==> src/rtl/memwb_pkg.sv <==
// Shared configuration for the memory/writeback stage: default widths,
// state encoding and byte-lane select codes.
package memwb_pkg;

    localparam int RW_DEF    = 16;
    localparam int REGNO_DEF = 8;

    localparam logic [0:0] ST_IDLE = 1'b0;
    localparam logic [0:0] ST_MEM  = 1'b1;

    localparam logic [1:0] SEL_WORD = 2'b11;
    localparam logic [1:0] SEL_LO   = 2'b01;
    localparam logic [1:0] SEL_HI   = 2'b10;

    function automatic logic [1:0] lane_sel(input logic byte_op, input logic addr0);
        if (!byte_op)
            return SEL_WORD;
        return addr0 ? SEL_HI : SEL_LO;
    endfunction

endpackage

==> src/rtl/memwb_mem_lane.sv <==
// Byte-lane select, store replication and load extraction for a 16-bit bus.
module mem_lane
    import memwb_pkg::*;
#(
    parameter int RW = RW_DEF
) (
    input  logic          byte_op,
    input  logic          addr0,
    input  logic [RW-1:0] wdata_in,
    input  logic [RW-1:0] rdata_in,
    output logic [1:0]    sel,
    output logic [RW-1:0] wdata_out,
    output logic [RW-1:0] rdata_out
);

    logic [7:0] rd_byte;

    always_comb begin
        sel       = lane_sel(byte_op, addr0);
        wdata_out = byte_op ? {(RW/8){wdata_in[7:0]}} : wdata_in;
        // odd byte addresses live in the upper lane
        rd_byte   = addr0 ? rdata_in[15:8] : rdata_in[7:0];
        rdata_out = byte_op ? {{(RW-8){1'b0}}, rd_byte} : rdata_in;
    end

endmodule

==> src/rtl/memwb.sv <==
// Memory/writeback stage: passes ALU results to the register file or runs one
// data-bus transaction, with a wait counter that bounds how long it stalls.
module memwb
    import memwb_pkg::*;
#(
    parameter int RW      = RW_DEF,
    parameter int REGNO   = REGNO_DEF,
    parameter int TIMEOUT = 255
) (
    input  logic             i_clk,
    input  logic             i_rst,
    input  logic             i_submit,
    output logic             o_ready,
    input  logic [RW-1:0]    i_addr,
    input  logic [RW-1:0]    i_data,
    input  logic [REGNO-1:0] i_reg_ie,
    input  logic             i_mem_access,
    input  logic             i_mem_we,
    input  logic             i_mem_width,
    output logic [REGNO-1:0] o_reg_ie,
    output logic [RW-1:0]    o_reg_data,
    output logic             o_mem_req,
    output logic             o_mem_we,
    output logic [RW-1:0]    o_mem_addr,
    output logic [RW-1:0]    o_mem_data,
    output logic [1:0]       o_mem_sel,
    input  logic             i_mem_ack,
    input  logic             i_mem_err,
    input  logic [RW-1:0]    i_mem_data,
    output logic             o_bus_fault
);

    localparam int CW = $clog2(TIMEOUT + 1);

    logic [0:0]       state;
    logic [CW-1:0]    wait_cnt;
    logic [RW-1:0]    addr_q;
    logic [RW-1:0]    data_q;
    logic             we_q;
    logic             byte_q;
    logic [REGNO-1:0] reg_ie_q;
    logic [RW-1:0]    rd_ext;

    logic in_mem;
    logic tmo;
    logic done;
    logic fault;
    logic ld_ok;

    mem_lane #(.RW(RW)) u_lane (
        .byte_op   (byte_q),
        .addr0     (addr_q[0]),
        .wdata_in  (data_q),
        .rdata_in  (i_mem_data),
        .sel       (o_mem_sel),
        .wdata_out (o_mem_data),
        .rdata_out (rd_ext)
    );

    always_comb begin
        in_mem = (state == ST_MEM);
        tmo    = (wait_cnt == CW'(TIMEOUT));
        done   = in_mem && (i_mem_ack || i_mem_err || tmo);
        // err beats ack; a timeout coinciding with ack is a normal completion
        fault  = in_mem && (i_mem_err || (tmo && !i_mem_ack));
        ld_ok  = in_mem && i_mem_ack && !i_mem_err && !we_q;
    end

    assign o_ready    = (state == ST_IDLE);
    assign o_mem_req  = in_mem;
    assign o_mem_addr = addr_q;
    assign o_mem_we   = we_q;

    always_ff @(posedge i_clk) begin
        if (i_rst) begin
            state       <= ST_IDLE;
            wait_cnt    <= '0;
            addr_q      <= '0;
            data_q      <= '0;
            we_q        <= 1'b0;
            byte_q      <= 1'b0;
            reg_ie_q    <= '0;
            o_reg_ie    <= '0;
            o_reg_data  <= '0;
            o_bus_fault <= 1'b0;
        end else begin
            o_reg_ie    <= '0;
            o_bus_fault <= fault;
            if (state == ST_IDLE) begin
                if (i_submit) begin
                    if (i_mem_access) begin
                        state    <= ST_MEM;
                        wait_cnt <= '0;
                        addr_q   <= i_addr;
                        data_q   <= i_data;
                        we_q     <= i_mem_we;
                        byte_q   <= i_mem_width;
                        reg_ie_q <= i_reg_ie;
                    end else begin
                        o_reg_ie   <= i_reg_ie;
                        o_reg_data <= i_data;
                    end
                end
            end else begin
                if (done) begin
                    state <= ST_IDLE;
                    if (ld_ok) begin
                        o_reg_ie   <= reg_ie_q;
                        o_reg_data <= rd_ext;
                    end
                end else if (!tmo) begin
                    wait_cnt <= wait_cnt + CW'(1);
                end
            end
        end
    end

endmodule

==> config.mk <==
export PLATFORM = sky130hd
export DESIGN_NAME = memwb
export DESIGN_NICKNAME = d
export VERILOG_FILES = /design/src/rtl/memwb_pkg.sv /design/src/rtl/memwb_mem_lane.sv /design/src/rtl/memwb.sv
export SDC_FILE = /design/constraint.sdc
export NUM_CORES = 1
export LEC_CHECK = 0
export CORE_ASPECT_RATIO = 1.2
export CORE_MARGIN = 4
export CORE_UTILIZATION = 39
export CTS_CLUSTER_SIZE = 10
export DETAILED_ROUTE_END_ITERATION = 8
export MAX_ROUTING_LAYER = met4
export PLACE_DENSITY = 0.76
export SLEW_MARGIN = 20
export SYNTH_ARGS = -nofsm -noshare
export SYNTH_HDL_FRONTEND = slang
export SYNTH_SLANG_ARGS = --single-unit
export TNS_END_PERCENT = 10
==> constraint.sdc <==
create_clock -name i_clk -period 1.66 [get_ports i_clk]
set_input_delay 0.332 -clock i_clk [delete_from_list [all_inputs] [get_ports i_clk]]
set_output_delay 0.332 -clock i_clk [all_outputs]
set_load 0.01 [all_outputs]
After elaboration in Yosys (flattened, before gate mapping)
Index checks and enable logic that the tools add are counted.
- output and inout port bits: 62
- word-level logic and storage cells: 59
- bits in registers: 76
- bits of input ports: 64
- reduce and logical (&&, ||, !) cells: 17
- eq/ne operators: 6
- add/sub/neg operators: 1
- bitwise operators: 1
- muxes and demuxes: 24
- operators with widths (operator ; number):
    16-bit two-way mux ; 7
    8-bit two-way mux ; 11
    8-bit by 1-bit adder with 8-bit output (second input constant) ; 1
    8-bit == test (second input constant) ; 1
    4-bit AND reduction ; 2
    1-bit logical AND ; 6
    2-bit by 1-bit inequality test with 1-bit output (second input constant) ; 3
    1-bit two-way mux ; 4
    2-bit two-way mux ; 2
    2-bit inequality test (second input constant) ; 2
    2-bit nonzero test ; 2
    1-bit zero test ; 3
    1-bit logical OR ; 3
    3-bit AND reduction ; 1
    1-bit NOT ; 1

Longest topological paths before layout
Gate-level depths: netlist (run 1).
- depth after elaboration: 6
- mapped depth: 7
- mapped depth without buffers: 5

By module
From an unflattened synthesis (run 1), not the netlist that was laid out.
- cells, all modules: 382
- area total of the unflattened synthesis: 3504.6 sq um
- by module, submodules not included (module ; instances ; cells each ; seq. area each (sq um) ; area an instance (sq um)):
    memwb ; 1 ; 346 ; 1521.5 ; 3131.8
    mem_lane ; 1 ; 36 ; 0.0 ; 372.9

Least setup slack after synthesis (run 1)
No wires, ideal clock.
- kind: register to register
- start: register state, in the netlist o_mem_req
- end: register wait_cnt[7]
- data required time: 1.586 ns
- slack: -0.213 ns
- path buffers: 3
- setup time: 0.074 ns
- data arrival time: 1.798 ns
- period minus slack after synthesis: 1.873 ns
- stages on the path, launching flop included: 8
- cell sequence: dfxtp_1 buf_4 or3b_1 clkbuf_2 a41o_1 buf_6 or3_1 a31oi_1
- word-level cells in the longest chain between the ends: 3
- elaborated cells between the ends (all ways): 7
- those cells by class: eq/ne (2); mux (1); reduce/logical (4)
- RTL lines (element ; line ; RTL):
    from (decl) ; memwb.sv:35 ; logic [0:0] state;
    from (signal assigned) ; memwb.sv:76 ; state <= ST_IDLE;
    from (signal assigned) ; memwb.sv:92 ; state <= ST_MEM;
    from (signal assigned) ; memwb.sv:106 ; state <= ST_IDLE;
    1-bit logical AND ; memwb.sv:63 ; done = in_mem && (i_mem_ack || i_mem_err || tmo);
    2-bit inequality test (no source line) ; -- ;
    4-bit AND reduction (no source line) ; -- ;
    to (signal assigned) ; memwb.sv:112 ; wait_cnt <= wait_cnt + CW'(1);
    to (decl) ; memwb.sv:36 ; logic [CW-1:0] wait_cnt;
Parallel ways exist; a longest one is shown, timed or not.
A chain may end at the register's enable or synchronous reset.

Worst setup path after layout (run 1)
- start: register byte_q
- end: output port o_mem_data[8]
- word-level cells in the longest chain between the ends: 1
- RTL lines (element ; line ; RTL):
    from (decl) ; memwb.sv:40 ; logic byte_q;
    from (signal assigned) ; memwb.sv:97 ; byte_q <= i_mem_width;
    16-bit two-way mux ; memwb_mem_lane.sv:20 ; wdata_out = byte_op ? {(RW/8){wdata_in[7:0]}} : wdata_in;
    to (decl) ; memwb.sv:25 ; output logic [RW-1:0] o_mem_data,
Every way passes these cells.

==> results of run 1 <==
[where the power goes]
part | total, mW | switching (mW) | internal, mW
Sequential | 1.95 | 0.0487 | 1.90
Clock | 1.37 | 0.674 | 0.695
Combinational | 0.707 | 0.303 | 0.404
[worst reg2reg max path: cells and delay by family, from the launching register on]
kind	cells	cell delay [ns]
flip-flops	1	0.38
buffers and inverters	4	0.62
AND/OR/NAND/NOR	1	0.10
AO/OA/AOI/OAI	1	0.35
[what timing repair did]
item                                    in CTS  in global routing
gates resized for setup                     38                 23
setup buffers                                0                  0
endpoints found under the setup margin      15                 25
pin swaps                                    0                  2
gates cloned                                 0                  1
hold buffers                                 0                  0
[final cells by class]
class	instances	area (um2)
clock buffers	10	128
clock inverters	6	65.1
well taps	92	115
flip-flops and latches	76	1530
fillers	659	2870
multi-input cells	270	1500
repair buffers	156	1580
inverters	2	7.51
[cell usage in the layout, fill, tap and decap left out, types with 5 or more instances in the layout]
cell,instances
nand3_1,10
a21oi_1,50
dfxtp_1,73
clkdlybuf4s50_1,111
a221oi_1,6
mux2_2,5
a22oi_1,8
buf_4,23
buf_12,6
buf_6,9
nand3b_1,8
nand2_1,91
and3_1,8
clkbuf_8,9
a211oi_1,8
o41ai_1,8
nor3_1,11
nor2_1,25
[worst paths after layout]
check,end,start,cells after the start
worst max-delay path,o_mem_data[8],byte_q,3
worst min-delay path,o_mem_addr[7],o_mem_addr[7],2
worst max register to register,o_reg_data[10],o_mem_req,6
worst min register to register,o_mem_addr[7],o_mem_addr[7],2
[metal layers]
metal | global-route usage [%] | up-vias
li1 | - | 1604
met1 | 23.1 | 1504
met2 | 33.3 | 114
met3 | 3.93 | 16
met4 | 8.86 | 0
met5 | - | -
[logic make-up (layout without fill, tap and decap cells)]
group                      after synthesis  after routing  synth area share (%)
adders and majority gates                1              1                 0.393
and+or+nand+nor                        169            169                  23.9
AOI/OAI and AO/OA                       92             92                  18.4
DFF                                     76             76                  47.8
buffers and inverters                   44            174                  6.65
muxes                                    8              8                  2.83
[registers in the layout, indices dropped and copies added, names as in the netlist]
register     flops
o_mem_req        1
data_q          16
o_mem_addr      16
reg_ie_q         8
byte_q           1
o_reg_ie         8
wait_cnt         8
o_reg_data      16
o_bus_fault      1
o_mem_we         1
[Yosys cell counts (2+ instances only)]
library cell  instances  area (um2)
a211oi_1              8        60.1
a21oi_1              50         250
a221oi_1              8        70.1
a22oi_1               8        60.1
a31oi_1               4        25.0
and3_1                9        56.3
buf_4                10        75.1
clkbuf_1             29         109
dfxtp_1              76        1520
inv_1                 2        7.51
mux2_2                8        90.1
nand2_1              91         342
nand2b_1              2        12.5
nand3_1              11        55.1
nand3b_1              8        60.1
nand4_1               2        12.5
nor2_1               27         101
nor3_1               11        55.1
o41ai_1               8        70.1
[per-stage QoR]
step | setup TNS (ns) | std cells
final | 0 | 612
after global routing | -0.265 | 612
after CTS | -0.209 | 611
after detailed placement | -10.82 | 595
after global placement | -6.97 | 595
after floorplan | -0.420 | 390
==> flow_summary.ini, run 1 <==
[floorplan]
die_y_um = 107
coreArea_um2 = 7790
rows = 35
start_util_pct = 40.8
ioPinCount = 126
die-area_um2 = 9670
die_x_um = 90.5

[timing]
finalWorstPathRequiredPeriod_ns = 1.65
final_hold_viol_count = 0
layout_setup_ws_ns = 0.00863
timing.slew.headroom_pct = 58.6
worst_pin_slew_ns = 0.621
setup-violations-final = 0
drv_slew = 0
hold_ws_ns = 0.455
rsz0062_at_grt = true
worst_clock_skew_ns = 0.00853
finalCritPeriodShare_pct = 99.5
fmax_ghz = 0.606

[critical_path]
path_buf_inv = 2
r2r_slack_ns = 0.08
critPathCaptureType = output port
criticalPathCategory = reg -> out
crit_arrival_ns = 1.32
cp_slowest_cell = dfxtp_4
cp-start-kind = register
required_ns = 1.33
cp_slowest_stage_delay_ns = 0.39
cp_cell_sequence = buf_12 -> mux2_2 -> buf_6
cp_max_fo = 7
cp_top_family = flip-flops

[routing]
drt-met1-wl_um = 4030
top_layer = met4
via_per_inst = 5.29
met2_length_um = 4790
detail-route-antenna-nets = 0
drc = 0
vias = 3238
wl_per_cell_um = 15.6
routed_wl_um = 9560
dr_wl_met3_um = 506
first_pass_iters = 4
drt_iter0_drc = 236

[global_routing]
grt_max_degree = 35
antenna_found_initial = 0
grt_overflow = 0
grt_pass1_vias = 3112
grt_pass1_wl_um = 15100
grt.total_usage_pct = 19.8

[layout]
fin_nets = 580
fin_util_pct = 63.2
final_cell_area_um2 = 4930
num_antenna_cells = 0
drive_above_1_share_pct = 15.0
areaGrowthSynthToFinish_pct = 54.9

[synth]
synth_ff_type = dfxtp_1
ys_warn_count = 0
synth_cell_types = 37
ys_ff_latch = 76
synth_edf_count = 0
avgSynthCellArea_um2 = 8.16
async_flop_share_pct = 0
synth_area_um2 = 3180
ys_seq_area_share_pct = 47.8
syn_nets = 455
syn_inst = 390

[place]
routabilityCongestion = 0.848
io_buffers = 125
dp_hpwl_um = 7080
post_dp_cell_area_um2 = 4650
pre_cts_slack_ns = -0.403

[clock_network]
numClockSinks = 76
cts_tree = yes
cts_buffers = 9
cts.clk_slew.worst_paths_ns = 0.08
clkLatencyLatePin_ns = 0.34
clockBufferDepth = 2
cts_root_buf = clkbuf_8
cts-htree-levels = 3

[flow_run]
cap_viol_max_count = 0

[power_and_ir_drop]
vdd_drop_max_mv = 0.469
power.density_nw_per_um2 = 817
p_total_mw = 4.03
p_leak_nw = 1.85

[min_path]
min_path_type = reg -> reg

[outcome]
outcome = finished, final reports clean
Note: power is estimated with default switching activity, not from simulation.
==> run 2, diff against run 1 <==
CTS_CLUSTER_SIZE = 25   (was 10)
GPL_ROUTABILITY_DRIVEN = 0   (was not set)
clock period = 1.4 ns   (was 1.66 ns; I/O delays follow)
==> flow_summary.ini, run 2 (synthesis gave the netlist of run 1 again) <==
[timing]
drv_slew = 0
finalCritPeriodShare_pct = 113
finalSetupTns_ns = -1.99
rsz0062_at_grt = true
layout_setup_ws_ns = -0.184
finalWorstPathRequiredPeriod_ns = 1.58
worst_pin_slew_ns = 0.344
worst_clock_skew_ns = 0.00773
fmax_ghz = 0.631
final_hold_viol_count = 0
setup-violations-final = 30
timing.slew.headroom_pct = 77.0

[global_routing]
grt_pass1_vias = 3487
grt_overflow = 0
antenna_found_initial = 0
grt.total_usage_pct = 22.5
grt_pass1_wl_um = 16900
grt_max_degree = 27

[place]
pre_cts_slack_ns = -0.560
io_buffers = 125
post_dp_cell_area_um2 = 4820
placed_cells = 610
dp_hpwl_um = 7520

[critical_path]
required_ns = 1.67
criticalPathCategory = reg -> reg
cp-start-kind = register
crit_arrival_ns = 1.86
cp_max_fo = 6
critPathCaptureType = register
cp_slowest_cell = or3b_4
cp_slowest_stage_delay_ns = 0.41
cp_cell_sequence = or3b_4 -> a41o_1 -> or3_1 -> a31oi_1

[layout]
final_cell_area_um2 = 5310
final_common_cell = nand2_1
fin_cells = 625
drive_above_1_share_pct = 25.0
fin_util_pct = 68.2
final_cell_mix = 89 x nand2_1, 71 x dfxtp_1, 60 x clkdlybuf4s50_1, 51 x dlygate4sd2_1, 43 x a21oi_1
areaGrowthSynthToFinish_pct = 67.0
num_antenna_cells = 0
fin_nets = 594

[clock_network]
clkLatencyLatePin_ns = 0.34
cts.clk_slew.worst_paths_ns = 0.08
cts_tree = yes
cts_buffers = 9
cts_hold_buf = 0
cts-htree-levels = 3
clockBufferDepth = 2
cts_root_buf = clkbuf_8
numClockSinks = 76

[floorplan]
ioPinCount = 126
die_y_um = 107
die-area_um2 = 9670
die_x_um = 90.5
rows = 35
start_util_pct = 40.8
coreArea_um2 = 7790

[power_and_ir_drop]
vdd_drop_max_mv = 0.776
netSwitchingFraction_pct = 24.3
power.share.combinational_pct = 17.1
p_seq_share_pct = 44.3
p_int_mw = 3.96
power_switching_mw = 1.27
p_leak_nw = 2.25
clkPwrFrac_pct = 38.7
power.density_nw_per_um2 = 985

[outcome]
outcome = finished, violations left
violations = setup timing

[flow_run]
cap_viol_max_count = 0

[routing]
drc = 0
detail-route-antenna-nets = 0
via_per_inst = 5.50
routed_wl_um = 10700
vias = 3437
drt_iter0_drc = 188
wl_per_cell_um = 17.1
first_pass_iters = 4

[min_path]
min_path_type = in -> reg
run 2: cell types whose count changed in the layout (fill, tap and decap cells not counted), moves of 6 or more:
cell | previous run | this run
dlygate4sd2_1 | 2 | 51
o41ai_1 | 8 | 0
a21oi_1 | 50 | 43
a221oi_1 | 6 | 0
clkdlybuf4s50_1 | 111 | 60
a221oi_2 | 2 | 8
a21oi_2 | 0 | 7
o41ai_2 | 0 | 7
buf_4 | 23 | 29
run 2: worst paths after layout:
| kind | from | end | slack (ns) | depth (start not counted) |
|---|---|---|---|---|
| min | i_rst | data_q[10] | 0.31 | 2 |
| max reg2reg | o_mem_req | wait_cnt[7] | -0.18 | 4 |
| min reg2reg | o_mem_addr[13] | o_mem_addr[13] | 0.45 | 2 |
| max | o_mem_req | wait_cnt[7] | -0.18 | 4 |
run 2: power groups by stage:
stage	clock network, mW	logic [mW]	registers (mW)
2_1_floorplan	0	0.299	2.38
3_3_place_gp	0	0.844	2.36
3_5_place_dp	0	0.862	2.37
4_1_cts	2.06	0.875	2.31
5_1_grt	2.14	0.956	2.33
6_report	2.02	0.892	2.32
run 2: repair_timing:
action | in CTS | in global routing
gates cloned | 0 | 0
setup buffers | 0 | 0
setup endpoints to repair | 99 | 48
gates resized for setup | 158 | 22
pin swaps | 21 | 7
run 2: metal layers:
layer  GRT usage [%]  share of wire [%]
met1            23.7                 38
met2            39.7                 53
met3            4.07                6.3
met4            13.0                3.5
met5               -                  0
run 2: cell type report:
type | count | area [um2]
clock buffer | 11 | 141
inverter | 2 | 7.51
multi-input combinational | 270 | 1750
clock inverter | 4 | 97.6
fill | 639 | 2480
timing repair buffer | 170 | 1670
sequential | 76 | 1530
tap | 92 | 115
run 2: stage by stage:
stage | total power [mW] | hold WS [ns]
after floorplan | 2.68 | 0.416
after global placement | 3.20 | 0.441
after detailed placement | 3.23 | 0.448
after CTS | 5.25 | 0.291
after global routing | 5.43 | 0.313
final | 5.23 | 0.305
run 2: critical path: cells and delay by family (launching register included):
kind             cells  cell delay [ns]
flip-flops           1             0.40
AND/OR/NAND/NOR      2             0.72
AO/OA/AOI/OAI        2             0.39
==> run 3, diff against run 2 <==
CTS_CLUSTER_SIZE = not set   (was 25)
GPL_TIMING_DRIVEN = 0   (was not set)
SLEW_MARGIN = not set   (was 20)
==> flow_summary.ini, run 3 (synthesis gave the netlist of run 1 again) <==
[layout]
fin_nets = 610
num_antenna_cells = 0
final_cell_area_um2 = 5360
final_cell_mix = 90 x nand2_1, 62 x dfxtp_1, 60 x clkdlybuf4s50_1, 42 x dlygate4sd2_1, 39 x a21oi_1
fin_cells = 642
areaGrowthSynthToFinish_pct = 68.5
fin_util_pct = 68.8
fillerInstances = 634
final_common_cell = nand2_1
drive_above_1_share_pct = 27.5

[power_and_ir_drop]
power.share.combinational_pct = 19.4
p_total_mw = 4.94
netSwitchingFraction_pct = 27.2
vdd_drop_max_mv = 0.479
p_seq_share_pct = 46.9
p_int_mw = 3.60
clkPwrFrac_pct = 33.8
power.density_nw_per_um2 = 921
p_leak_nw = 2.26
power_switching_mw = 1.34

[timing]
hold_ws_ns = 0.309
setup-violations-final = 36
final_hold_viol_count = 0
finalCritPeriodShare_pct = 121
finalWorstPathRequiredPeriod_ns = 1.70
drv_slew = 0
worst_clock_skew_ns = 0.00821
finalSetupTns_ns = -5.33
timing.slew.headroom_pct = 48.5
layout_setup_ws_ns = -0.301
rsz0062_at_grt = true
worst_pin_slew_ns = 0.772
fmax_ghz = 0.588

[critical_path]
r2r_slack_ns = -0.27
criticalPathCategory = reg -> out
crit_arrival_ns = 1.42
critPathCaptureType = output port
cp_max_fo = 5
worstRegToRegCells = 5
r2r_end = wait_cnt[7]
r2r_start = o_mem_req
cp-start-kind = register
required_ns = 1.12

[place]
placed_cells = 606
dp_hpwl_um = 7650
io_buffers = 124
pre_cts_slack_ns = -1.08
post_dp_cell_area_um2 = 4540

[outcome]
violations = setup timing
outcome = finished, violations left

[routing]
vias = 3541
via_per_inst = 5.52
met2_length_um = 5870
dr_wl_met3_um = 845
first_pass_iters = 5
routed_wl_um = 11500
wl_per_cell_um = 17.9
drt_iter0_drc = 214
top_layer = met4
detail-route-antenna-nets = 0
drc = 0
drt-met1-wl_um = 4400

[global_routing]
grt_pass1_wl_um = 16900
grt_max_degree = 14
grt_overflow = 0
antenna_found_initial = 0
grt_pass1_vias = 3357
grt.total_usage_pct = 22.8

[floorplan]
die_y_um = 107
die_x_um = 90.5
rows = 35
start_util_pct = 40.8
die-area_um2 = 9670
coreArea_um2 = 7790
ioPinCount = 126

[clock_network]
numClockSinks = 76
clockBufferDepth = 2
clkLatencyLatePin_ns = 0.36
cts_root_buf = clkbuf_8
cts-htree-levels = 3
cts_buffers = 9
cts_tree = yes
cts.clk_slew.worst_paths_ns = 0.07

[flow_run]
cap_viol_max_count = 0

[min_path]
min_to = o_bus_fault
holdPathStages = 3
min_path_type = in -> reg
hold_start = i_mem_ack
[run 3: cell count changes in the layout (fill, tap and decap cells not counted), moves of 4 or more]
cell,delta
a21oi_1,-4
a21oi_2,+4
buf_12,-9
buf_4,+6
buf_8,+6
clkbuf_1,+9
dfxtp_1,-9
dfxtp_2,+8
dlygate4sd2_1,-9
nand3_1,+4
nand3_2,-4
[run 3: worst max-delay path, stage by stage (launching register included)]
cell and delay [ns]:
dfxtp_4 0.37, clkbuf_16 0.16, buf_12 0.12, mux2_4 0.29
buf_6 0.12
[run 3: worst max-delay path by stage]
stage / slack, ns / depth (start not counted) / to / from
finish: -0.30 / 4 / o_mem_data[14] / byte_q
global placement: -1.01 / 6 / o_reg_data[14] / i_submit
floorplan: -0.35 / 7 / wait_cnt[7] / o_mem_req
global route: -0.34 / 5 / wait_cnt[7] / o_mem_req
CTS: -0.32 / 6 / wait_cnt[7] / o_mem_req
detailed placement: -1.08 / 5 / o_reg_data[5] / i_submit
[run 3: power by group through the flow]
stage / Combinational, mW / Clock, mW / Sequential, mW
4_1_cts: 0.840 / 1.68 / 2.31
6_report: 0.957 / 1.67 / 2.31
3_5_place_dp: 0.794 / 0 / 2.36
5_1_grt: 1.02 / 1.79 / 2.32
2_1_floorplan: 0.299 / 0 / 2.38
3_3_place_gp: 0.785 / 0 / 2.36
[run 3: repair_timing]
action	in CTS	in global routing
gates cloned	1	2
endpoints found under the setup margin	132	87
gates resized for setup	176	69
pin swaps	3	19
hold buffers	0	0
setup buffers	11	11
[run 3: per-layer routing]
metal  global-route usage [%]  vias up
met5                        -        -
met4                     11.4        0
met3                     5.82       27
met2                     39.5      179
met1                     24.3     1663
li1                         -     1672
[run 3: area by class of cell]
type / instances / area, um2 / area share [%]
Buffer: 37 / 332 / 6.19
Clock buffer: 11 / 131 / 2.45
Multi-Input combinational cell: 270 / 1740 / 32.4
Sequential cell: 76 / 1540 / 28.8
Inverter: 2 / 12.5 / 0.233
Tap cell: 92 / 115 / 2.15
Timing Repair Buffer: 149 / 1430 / 26.6
Clock inverter: 5 / 61.3 / 1.14
